<file path="src/rtl/bus_wait_ctrl.sv">
// CPU-side wait-state controller: posts writes into a small FIFO and stalls
// reads until the data is forwarded from the FIFO, the read buffer or memory.
module bus_wait_ctrl #(
  parameter int WBUF_DEPTH = 4
) (
  input  logic        clk,
  input  logic        reset,
  input  logic [15:0] cpu_address,
  input  logic        cpu_write,
  input  logic [7:0]  cpu_data_o,
  output logic [7:0]  cpu_data_i,
  output logic        cpu_ready,
  output logic        mem_req,
  output logic        mem_we,
  output logic [15:0] mem_addr,
  output logic [7:0]  mem_wdata,
  input  logic        mem_ack,
  input  logic [7:0]  mem_rdata,
  output logic        wbuf_overflow
);

  localparam int PW = (WBUF_DEPTH > 1) ? $clog2(WBUF_DEPTH) : 1;
  localparam int CW = PW + 1;

  typedef enum logic [1:0] {IDLE, RD, WR} state_t;

  state_t        state_q, state_d;
  logic          memReq_q, memReq_d;
  logic          memWe_q, memWe_d;
  logic [15:0]   memAddr_q, memAddr_d;
  logic [7:0]    memWdata_q, memWdata_d;

  logic          rdValid_q, rdValid_d;
  logic [15:0]   rdAddr_q, rdAddr_d;
  logic [7:0]    rdData_q, rdData_d;
  logic          overflow_q, overflow_d;

  logic [15:0]   fifoAddr_q [WBUF_DEPTH];
  logic [7:0]    fifoData_q [WBUF_DEPTH];
  logic [PW-1:0] wptr_q, wptr_d;
  logic [PW-1:0] rptr_q, rptr_d;
  logic [CW-1:0] count_q, count_d;

  logic          fifoFull;
  logic          fifoHit;
  logic [7:0]    fifoHitData;
  logic [PW-1:0] idx;
  logic          rdHit;
  logic          readMiss;
  logic          pop;
  logic          pushOk;

  assign fifoFull = (count_q == CW'(WBUF_DEPTH));
  assign pop      = (state_q == WR) && mem_ack;
  assign pushOk   = cpu_write && (!fifoFull || pop);

  // Walk the live entries oldest-first so the youngest match wins.
  always_comb begin
    fifoHit     = 1'b0;
    fifoHitData = 8'h00;
    idx         = rptr_q;
    for (int k = 0; k < WBUF_DEPTH; k++) begin
      idx = rptr_q + PW'(k);
      if ((CW'(k) < count_q) && (fifoAddr_q[idx] == cpu_address)) begin
        fifoHit     = 1'b1;
        fifoHitData = fifoData_q[idx];
      end
    end
  end

  assign rdHit    = rdValid_q && (rdAddr_q == cpu_address);
  assign readMiss = !cpu_write && !fifoHit && !rdHit;

  always_comb begin
    cpu_ready  = 1'b0;
    cpu_data_i = 8'h00;
    if (reset) begin
      if (cpu_write) begin
        cpu_ready = 1'b1;
      end else if (fifoHit) begin
        cpu_ready  = 1'b1;
        cpu_data_i = fifoHitData;
      end else if (rdHit) begin
        cpu_ready  = 1'b1;
        cpu_data_i = rdData_q;
      end
    end
  end

  always_comb begin
    state_d    = state_q;
    memReq_d   = memReq_q;
    memWe_d    = memWe_q;
    memAddr_d  = memAddr_q;
    memWdata_d = memWdata_q;
    case (state_q)
      IDLE: begin
        if (readMiss) begin
          state_d    = RD;
          memReq_d   = 1'b1;
          memWe_d    = 1'b0;
          memAddr_d  = cpu_address;
          memWdata_d = 8'h00;
        end else if (count_q != '0) begin
          state_d    = WR;
          memReq_d   = 1'b1;
          memWe_d    = 1'b1;
          memAddr_d  = fifoAddr_q[rptr_q];
          memWdata_d = fifoData_q[rptr_q];
        end
      end
      RD, WR: begin
        if (mem_ack) begin
          state_d  = IDLE;
          memReq_d = 1'b0;
          memWe_d  = 1'b0;
        end
      end
      default: begin
        state_d  = IDLE;
        memReq_d = 1'b0;
        memWe_d  = 1'b0;
      end
    endcase
  end

  // Read buffer: a fresh capture wins unless the same address is written at that edge.
  always_comb begin
    rdValid_d = rdValid_q;
    rdAddr_d  = rdAddr_q;
    rdData_d  = rdData_q;
    if (!cpu_write && !fifoHit && rdHit) begin
      rdValid_d = 1'b0;
    end
    if (cpu_write && (cpu_address == rdAddr_q)) begin
      rdValid_d = 1'b0;
    end
    if ((state_q == RD) && mem_ack) begin
      rdData_d  = mem_rdata;
      rdAddr_d  = memAddr_q;
      rdValid_d = !(cpu_write && (cpu_address == memAddr_q));
    end
  end

  always_comb begin
    wptr_d     = pushOk ? wptr_q + PW'(1) : wptr_q;
    rptr_d     = pop ? rptr_q + PW'(1) : rptr_q;
    count_d    = count_q + CW'(pushOk) - CW'(pop);
    overflow_d = overflow_q || (cpu_write && fifoFull && !pop);
  end

  always_ff @(posedge clk) begin
    if (pushOk) begin
      fifoAddr_q[wptr_q] <= cpu_address;
      fifoData_q[wptr_q] <= cpu_data_o;
    end
  end

  always_ff @(posedge clk or negedge reset) begin
    if (!reset) begin
      state_q    <= IDLE;
      memReq_q   <= 1'b0;
      memWe_q    <= 1'b0;
      memAddr_q  <= 16'h0000;
      memWdata_q <= 8'h00;
      rdValid_q  <= 1'b0;
      rdAddr_q   <= 16'h0000;
      rdData_q   <= 8'h00;
      overflow_q <= 1'b0;
      wptr_q     <= '0;
      rptr_q     <= '0;
      count_q    <= '0;
    end else begin
      state_q    <= state_d;
      memReq_q   <= memReq_d;
      memWe_q    <= memWe_d;
      memAddr_q  <= memAddr_d;
      memWdata_q <= memWdata_d;
      rdValid_q  <= rdValid_d;
      rdAddr_q   <= rdAddr_d;
      rdData_q   <= rdData_d;
      overflow_q <= overflow_d;
      wptr_q     <= wptr_d;
      rptr_q     <= rptr_d;
      count_q    <= count_d;
    end
  end

  assign mem_req       = memReq_q;
  assign mem_we        = memWe_q;
  assign mem_addr      = memAddr_q;
  assign mem_wdata     = memWdata_q;
  assign wbuf_overflow = overflow_q;

endmodule

</file>
<file path="config.mk">
export PLATFORM = sky130hd
export DESIGN_NAME = bus_wait_ctrl
export DESIGN_NICKNAME = d
export VERILOG_FILES = /design/src/rtl/bus_wait_ctrl.sv
export SDC_FILE = /design/constraint.sdc
export NUM_CORES = 1
export LEC_CHECK = 0
export BUFFER_PORTS_ARGS = -buffer_cell sky130_fd_sc_hd__buf_4
export CAP_MARGIN = 20
export CORE_AREA = 2 2 136 151
export CTS_CLUSTER_DIAMETER = 80
export CTS_CLUSTER_SIZE = 20
export DETAILED_ROUTE_END_ITERATION = 8
export DIE_AREA = 0 0 138 153
export GPL_ROUTABILITY_DRIVEN = 1
export PLACE_DENSITY_LB_ADDON = 0.1
export SLEW_MARGIN = 25
export SYNTH_ARGS = -nofsm -noshare
export SYNTH_HDL_FRONTEND = slang
export SYNTH_SLANG_ARGS = --single-unit
</file>
<file path="constraint.sdc">
create_clock -name clk -period 4.2 [get_ports clk]
set_clock_uncertainty 0.2 [all_clocks]
set_input_delay 0.21 -clock clk [delete_from_list [all_inputs] [get_ports clk]]
set_output_delay 0.21 -clock clk [all_outputs]
set_load 0.01 [all_outputs]
</file>
## Yosys cells after proc, flatten, opt, wreduce, memory -nomap -nowiden

Memory sizes are Yosys's and may differ from the RTL's.
Index checks and enable logic that the tools add are counted.

| word-level totals | value |
|---|---|
| register bits | 61 |
| bits in writable memories | 96 |
| input bits | 36 |
| output and inout port bits | 36 |
| word-level logic and storage cells | 101 |
| memories | 2 |

Memories:

| name | words | width | read ports | clocked after memory_dff | write ports | line | RTL |
|---|---|---|---|---|---|---|---|
| fifoAddr_q | 4 | 16 | 4 | 0 | 1 | 38 | `logic [15:0] fifoAddr_q [WBUF_DEPTH];` |
| fifoData_q | 4 | 8 | 4 | 0 | 1 | 39 | `logic [7:0] fifoData_q [WBUF_DEPTH];` |

| operators by class | value |
|---|---|
| $add $sub $neg | 6 |
| magnitude comparators | 4 |
| eq/ne operators | 12 |
| multiplexer cells | 35 |
| reduce and logical (&&, ||, !) cells | 30 |

Operators with widths:

| operator | number |
|---|---|
| $eq A16 B16 Y1 | 7 |
| $mux W8 | 10 |
| $mux W16 | 2 |
| $mux W1 | 17 |
| $logic_and A1 B1 Y1 | 15 |
| $logic_not A1 Y1 | 6 |
| $lt A1 B3 Y1 const A | 2 |
| $lt A2 B3 Y1 const A | 2 |
| $mux W2 | 3 |
| $reduce_bool A3 Y1 | 2 |
| $add A2 B1 Y2 const B | 2 |
| $add A2 B2 Y2 const B | 2 |
| $pmux W1 S2 | 2 |
| $pmux W2 S2 | 1 |
| $reduce_and A2 Y1 | 2 |
| $add A3 B1 Y3 | 1 |
| $eq A3 B3 Y1 const B | 1 |
| $ne A3 B3 Y1 const B | 1 |
| $sub A3 B1 Y3 | 1 |
| $eq A2 B1 Y1 const B | 1 |
| $eq A2 B2 Y1 const B | 1 |
| $logic_not A2 Y1 | 1 |
| $logic_or A1 B1 Y1 | 2 |
| $ne A2 B2 Y1 const B | 1 |
| other kinds (2) | 2 |

## Longest topological paths before layout

An unclocked memory read counts as a cell.

| depth | value |
|---|---|
| depth after elaboration | 13 |
| mapped depth | 15 |
| gate-level depth less buffers | 12 |

## Worst setup path before layout

No wires, ideal clock.

| timing | value |
|---|---|
| path kind | register -> output |
| start | register rptr_q[1] |
| end | output cpu_data_i[0] |
| data arrival time | 3039 ps |
| data required time | 3790 ps |
| setup slack | 751 ps |
| cell stages (with the launch flop) | 15 |
| buffers on the path | 6 |
| path through | dfrtp_1 buf_4 buf_6 buf_6 buf_6 mux4_2 xnor2_1 nand4_1 or4_1 clkbuf_1 nor2_2 nor2_1 and4_1 buf_2 a32o_1 |

| on the way | value |
|---|---|
| word-level cells in the longest chain between the ends | 10 |
| elaborated cells between the ends (all ways) | 24 |
| classes of those cells | add/sub (3); eq/ne (4); mux (11); reduce/logical (4); memory (2) |

Ends and longest elaborated chain:

| item | line | RTL |
|---|---|---|
| start, declared | 41 | `logic [PW-1:0] rptr_q, rptr_d;` |
| start signal, assigned | 184 | `rptr_q <= rptr_d;` |
| $add A2 B1 Y2 or $mem_v2 Z4 W16 (tied branches) | n/a |  |
| $mem_v2 Z4 W16 or $eq A16 B16 Y1 (tied branches) | n/a |  |
| $eq A16 B16 Y1 or $logic_and A1 B1 Y1 (tied branches) | 64 | `if ((CW'(k) < count_q) && (fifoAddr_q[idx] == cpu_address)) begin` |
| $logic_and A1 B1 Y1 (tied with other cells) | 64 |  |
| $mux W8 or $mux W1 (tied branches) (3 in series) | 64 |  |
| $mux W8 * | 80 | `end else if (fifoHit) begin` |
| $mux W8 * | 78 | `if (cpu_write) begin` |
| $mux W8 * | 77 | `if (reset) begin` |
| end, declared | 11 | `output logic [7:0] cpu_data_i,` |

Mark *: on every way between the ends. The rest lies on a longest branch, timed or not.

## Worst setup path after layout

| timing | value |
|---|---|
| start | register rptr_q[0] |
| end | output cpu_data_i[2] |

Same word-level chain as after synthesis.

==> run_summary.xml <==
<?xml version="1.0" encoding="UTF-8"?>
<metrics>
  <group name="synth">
    <metric name="ys.flop_type" unit="">sky130_fd_sc_hd__edfxtp_1</metric>
    <metric name="post_synth_edffs" unit="">96</metric>
    <metric name="ys_top_cells_by_area" unit="">sky130_fd_sc_hd__edfxtp_1 (30%), sky130_fd_sc_hd__dfrtp_1 (16%), sky130_fd_sc_hd__mux4_2 (10%)</metric>
    <metric name="area_share_of_the_largest_cell_type_after_synthesis" unit="%">30.0</metric>
    <metric name="synth_largest_area_cell" unit="">sky130_fd_sc_hd__edfxtp_1</metric>
    <metric name="postSynthRegisterBits" unit="">156</metric>
    <metric name="syn_area_per_cell" unit="sq um">12.1</metric>
    <metric name="synth.cell_area" unit="sq mm">0.00962</metric>
    <metric name="synthCells" unit="">793</metric>
    <metric name="yosys.cell_types.count" unit="">59</metric>
    <metric name="synth-seq-area-share" unit="%">45.6</metric>
    <metric name="mappedNetlistNets" unit="">841</metric>
    <metric name="synth_warnings" unit="">0</metric>
    <metric name="synth-async-reset-ratio" unit="%">38.5</metric>
  </group>
  <group name="pwr">
    <metric name="vdd.ir_drop.worst" unit="uV">355</metric>
    <metric name="cellLeakagePower" unit="uW">0.00437</metric>
    <metric name="switching_share" unit="%">39.5</metric>
    <metric name="power_frac_comb" unit="%">49.6</metric>
    <metric name="totalPowerFinal" unit="uW">8110</metric>
    <metric name="power_per_cell_area" unit="mW/mm^2">709</metric>
    <metric name="power.clock.fraction" unit="%">19.4</metric>
    <metric name="share_seq_of_total_power" unit="%">31.0</metric>
    <metric name="p_sw" unit="uW">3200</metric>
    <metric name="p_int" unit="uW">4910</metric>
  </group>
  <group name="floorplanning">
    <metric name="die_area" unit="sq mm">0.0211</metric>
    <metric name="io_pins" unit="">72</metric>
    <metric name="die_h" unit="um">153</metric>
    <metric name="core" unit="sq mm">0.0196</metric>
    <metric name="die_w" unit="um">138</metric>
    <metric name="rows" unit="">54</metric>
    <metric name="floorplan.initialDensity" unit="%">49.1</metric>
  </group>
  <group name="setup_path">
    <metric name="timing.critical_path.slowest_stage_cell" unit="">sky130_fd_sc_hd__or4_4</metric>
    <metric name="crit_arrival" unit="ps">3670</metric>
    <metric name="crit_fanout" unit="">8</metric>
    <metric name="crit_path_start_kind" unit="">flip-flop</metric>
    <metric name="critical_path_class" unit="">reg2out</metric>
    <metric name="slowest_delay" unit="ps">590</metric>
    <metric name="cp-end-kind" unit="">output port</metric>
    <metric name="crit_path_cell_trace" unit="">mux4_2, xnor2_2, o2111ai_1, or4_4, nor4_4, buf_6, mux2i_1, a31oi_1, a32o_1, buf_4</metric>
    <metric name="cp.required" unit="ps">3790</metric>
  </group>
  <group name="global_route">
    <metric name="gr-total-overflow" unit="">0</metric>
    <metric name="grt_first_pass_wirelength" unit="um">40500</metric>
    <metric name="grt.total_usage" unit="%">24.9</metric>
    <metric name="antenna_violations_before_repair" unit="">0</metric>
    <metric name="globalRoute.busiestLayer" unit="">met2</metric>
    <metric name="grt_use_met3" unit="%">4.20</metric>
    <metric name="grt_start_max_net_pins" unit="">62</metric>
    <metric name="groute.layer.met1.usage" unit="%">35.4</metric>
    <metric name="via_count_of_the_first_global_routing_pass" unit="">6986</metric>
    <metric name="global_route_met2_utilization" unit="%">38.3</metric>
  </group>
  <group name="clock_network">
    <metric name="cts-htree-levels" unit="">4</metric>
    <metric name="clk-insertion-delay-late" unit="ps">440</metric>
    <metric name="clkTransAtPathRegs" unit="ps">70</metric>
    <metric name="clock_tree.buffer_depth" unit="">2</metric>
    <metric name="cts_buffers" unit="">17</metric>
    <metric name="cts.root.buffer_cell" unit="">sky130_fd_sc_hd__clkbuf_16</metric>
    <metric name="clock-sinks" unit="">156</metric>
    <metric name="cts_tree" unit="">done</metric>
  </group>
  <group name="sta">
    <metric name="slew_headroom" unit="%">44.1</metric>
    <metric name="setup_viol_count_final" unit="">0</metric>
    <metric name="finalWorstPathRequiredPeriod" unit="ps">4080</metric>
    <metric name="timing_worst_slew_pin_value" unit="ps">839</metric>
    <metric name="setup_slack" unit="ps">120</metric>
    <metric name="final_hold_violating_endpoints" unit="">0</metric>
    <metric name="max_freq" unit="GHz">0.245</metric>
    <metric name="timing.final.crit_share" unit="%">97.1</metric>
    <metric name="timing_max_transition_violations_final" unit="">0</metric>
    <metric name="timing.setup.tns" unit="ps">0</metric>
    <metric name="rsz0062_at_grt" unit="">true</metric>
  </group>
  <group name="routing">
    <metric name="detail_route.wl_per_cell" unit="um">22.4</metric>
    <metric name="drt_first_pass_iters" unit="">5</metric>
    <metric name="detail-route-antenna-nets" unit="">0</metric>
    <metric name="route.detailed.vias_per_inst" unit="">6.04</metric>
    <metric name="drt-initial-drc-count" unit="">564</metric>
    <metric name="post_detailed_routing_wire_length" unit="um">25900</metric>
    <metric name="route.vias.total" unit="">6966</metric>
    <metric name="drc_errors" unit="">0</metric>
  </group>
  <group name="hold_path">
    <metric name="min-delay-path-class" unit="">reg2reg</metric>
  </group>
  <group name="place">
    <metric name="placedCellCount" unit="">1080</metric>
    <metric name="preCtsSetupSlack" unit="ps">250</metric>
    <metric name="place_congestion" unit="">0.910</metric>
    <metric name="dpl.hpwl" unit="um">18400</metric>
    <metric name="buffers_on_ports" unit="">71</metric>
  </group>
  <group name="cells_and_area">
    <metric name="mostFrequentLayoutCell" unit="">sky130_fd_sc_hd__edfxtp_1</metric>
    <metric name="most-common-layout-cells" unit="">sky130_fd_sc_hd__edfxtp_1 (96), sky130_fd_sc_hd__buf_4 (94), sky130_fd_sc_hd__xnor2_1 (84)</metric>
    <metric name="areaGrowthSynthToFinish" unit="%">18.9</metric>
    <metric name="nFillCells" unit="">1644</metric>
    <metric name="insertedDiodeCount" unit="">0</metric>
    <metric name="final_core_utilization" unit="%">58.4</metric>
    <metric name="number_of_nets_in_the_final_layout" unit="">936</metric>
    <metric name="ff_latch_area" unit="sq mm">0.00439</metric>
    <metric name="multiInputGateArea" unit="sq mm">0.00480</metric>
    <metric name="post_route_cells_drive_above_1_share" unit="%">26.7</metric>
    <metric name="final_cells" unit="">1153</metric>
  </group>
  <group name="flow_run">
    <metric name="max_cap_violations" unit="">0</metric>
  </group>
  <group name="run_status">
    <metric name="status" unit="">completed</metric>
  </group>
</metrics>
-- per-layer routing --
layer | wire length (um) | part of all wire [%]
met5 | 0 | 0
met4 | 719 | 2.8
met3 | 1570 | 6.1
met2 | 11900 | 46
met1 | 11600 | 45
-- cell usage after synthesis, types with 11 or more instances --
master / instances
sky130_fd_sc_hd__mux2_2: 35
sky130_fd_sc_hd__inv_1: 39
sky130_fd_sc_hd__clkbuf_1: 24
sky130_fd_sc_hd__xor2_1: 13
sky130_fd_sc_hd__buf_4: 11
sky130_fd_sc_hd__ha_1: 11
sky130_fd_sc_hd__buf_1: 13
sky130_fd_sc_hd__nor3_1: 21
sky130_fd_sc_hd__dfrtp_1: 60
sky130_fd_sc_hd__mux4_2: 43
sky130_fd_sc_hd__nand3_1: 12
sky130_fd_sc_hd__o21ai_0: 34
sky130_fd_sc_hd__and2_1: 11
sky130_fd_sc_hd__a21oi_1: 13
sky130_fd_sc_hd__mux2i_1: 61
sky130_fd_sc_hd__a31oi_1: 11
sky130_fd_sc_hd__edfxtp_1: 96
sky130_fd_sc_hd__nand2_1: 42
sky130_fd_sc_hd__xnor2_1: 86
sky130_fd_sc_hd__nand4_1: 14
sky130_fd_sc_hd__nor2_1: 28
-- sequential cells by signal, indices dropped and copies added, names as in the netlist, 2 cells and up --
signal,flops
fifoAddr_q,64
wptr_q,2
mem_addr,16
fifoData_q,32
rdAddr_q,16
state_q,2
rptr_q,2
rdData_q,8
count_q,3
mem_wdata,8
-- stage by stage --
stage | area (sq um) | hold slack (ps)
3_5_place_dp | 10400 | 215
6_report | 11400 | 303
3_3_place_gp | 10400 | 210
2_1_floorplan | 9620 | -286
5_1_grt | 11400 | 321
4_1_cts | 11400 | 310
-- what timing repair did --
action,CTS,global route
buffers inserted,6,0
endpoints found under the setup margin,9,8
gates resized for setup,7,7
hold endpoints to repair,169,0
hold buffers,35,0
pin swaps,0,2
-- final cells by class --
cell class / instances / share of cell area [%]
multi-input combinational: 535 / 42.0
sequential: 156 / 38.4
timing repair buffer: 138 / 10.4
clock buffer: 17 / 3.72
tap: 252 / 2.76
clock inverter: 15 / 1.42
inverter: 40 / 1.31
-- path summary, 6_finish.rpt --
check	startpoint	end	slack (ps)	depth (start not counted)
setup / recovery	rptr_q[0]	cpu_data_i[2]	120	10
hold / removal	rdAddr_q[13]	rdAddr_q[13]	300	2
setup reg to reg	rptr_q[1]	state_q[0]	600	13
hold reg to reg	rdAddr_q[13]	rdAddr_q[13]	300	2
max in group asynchronous	reset	rptr_q[0]	2820	3
min in group asynchronous	reset	rdAddr_q[8]	340	3
-- power groups by stage --
stage          clock (uW)  combinational (uW)  sequential, uW
4_1_cts              1590                3980            2500
3_3_place_gp            0                3720            2560
3_5_place_dp            0                3780            2590
2_1_floorplan           0                2850            2430
6_report             1570                4020            2520
5_1_grt              1650                4320            2570
-- cells by family after synthesis --
group,after synthesis,share of synthesized area [%]
simple gates,163,8.73
flops,156,45.6
mux,139,20.5
compound gates,122,9.54
buf+inv,102,4.98
xor+xnor,99,9.02
fa+ha+maj,12,1.64
-- critical path: cells and delay by family (launching register included) --
| kind | cells | cell delay, ps |
|---|---|---|
| AOI/OAI and AO/OA | 3 | 560 |
| muxes | 2 | 770 |
| buffers and inverters | 2 | 340 |
| and+or+nand+nor | 2 | 890 |
| xor gates and xnor gates | 1 | 170 |
| DFF | 1 | 520 |
(Power assumes the default switching activity.)
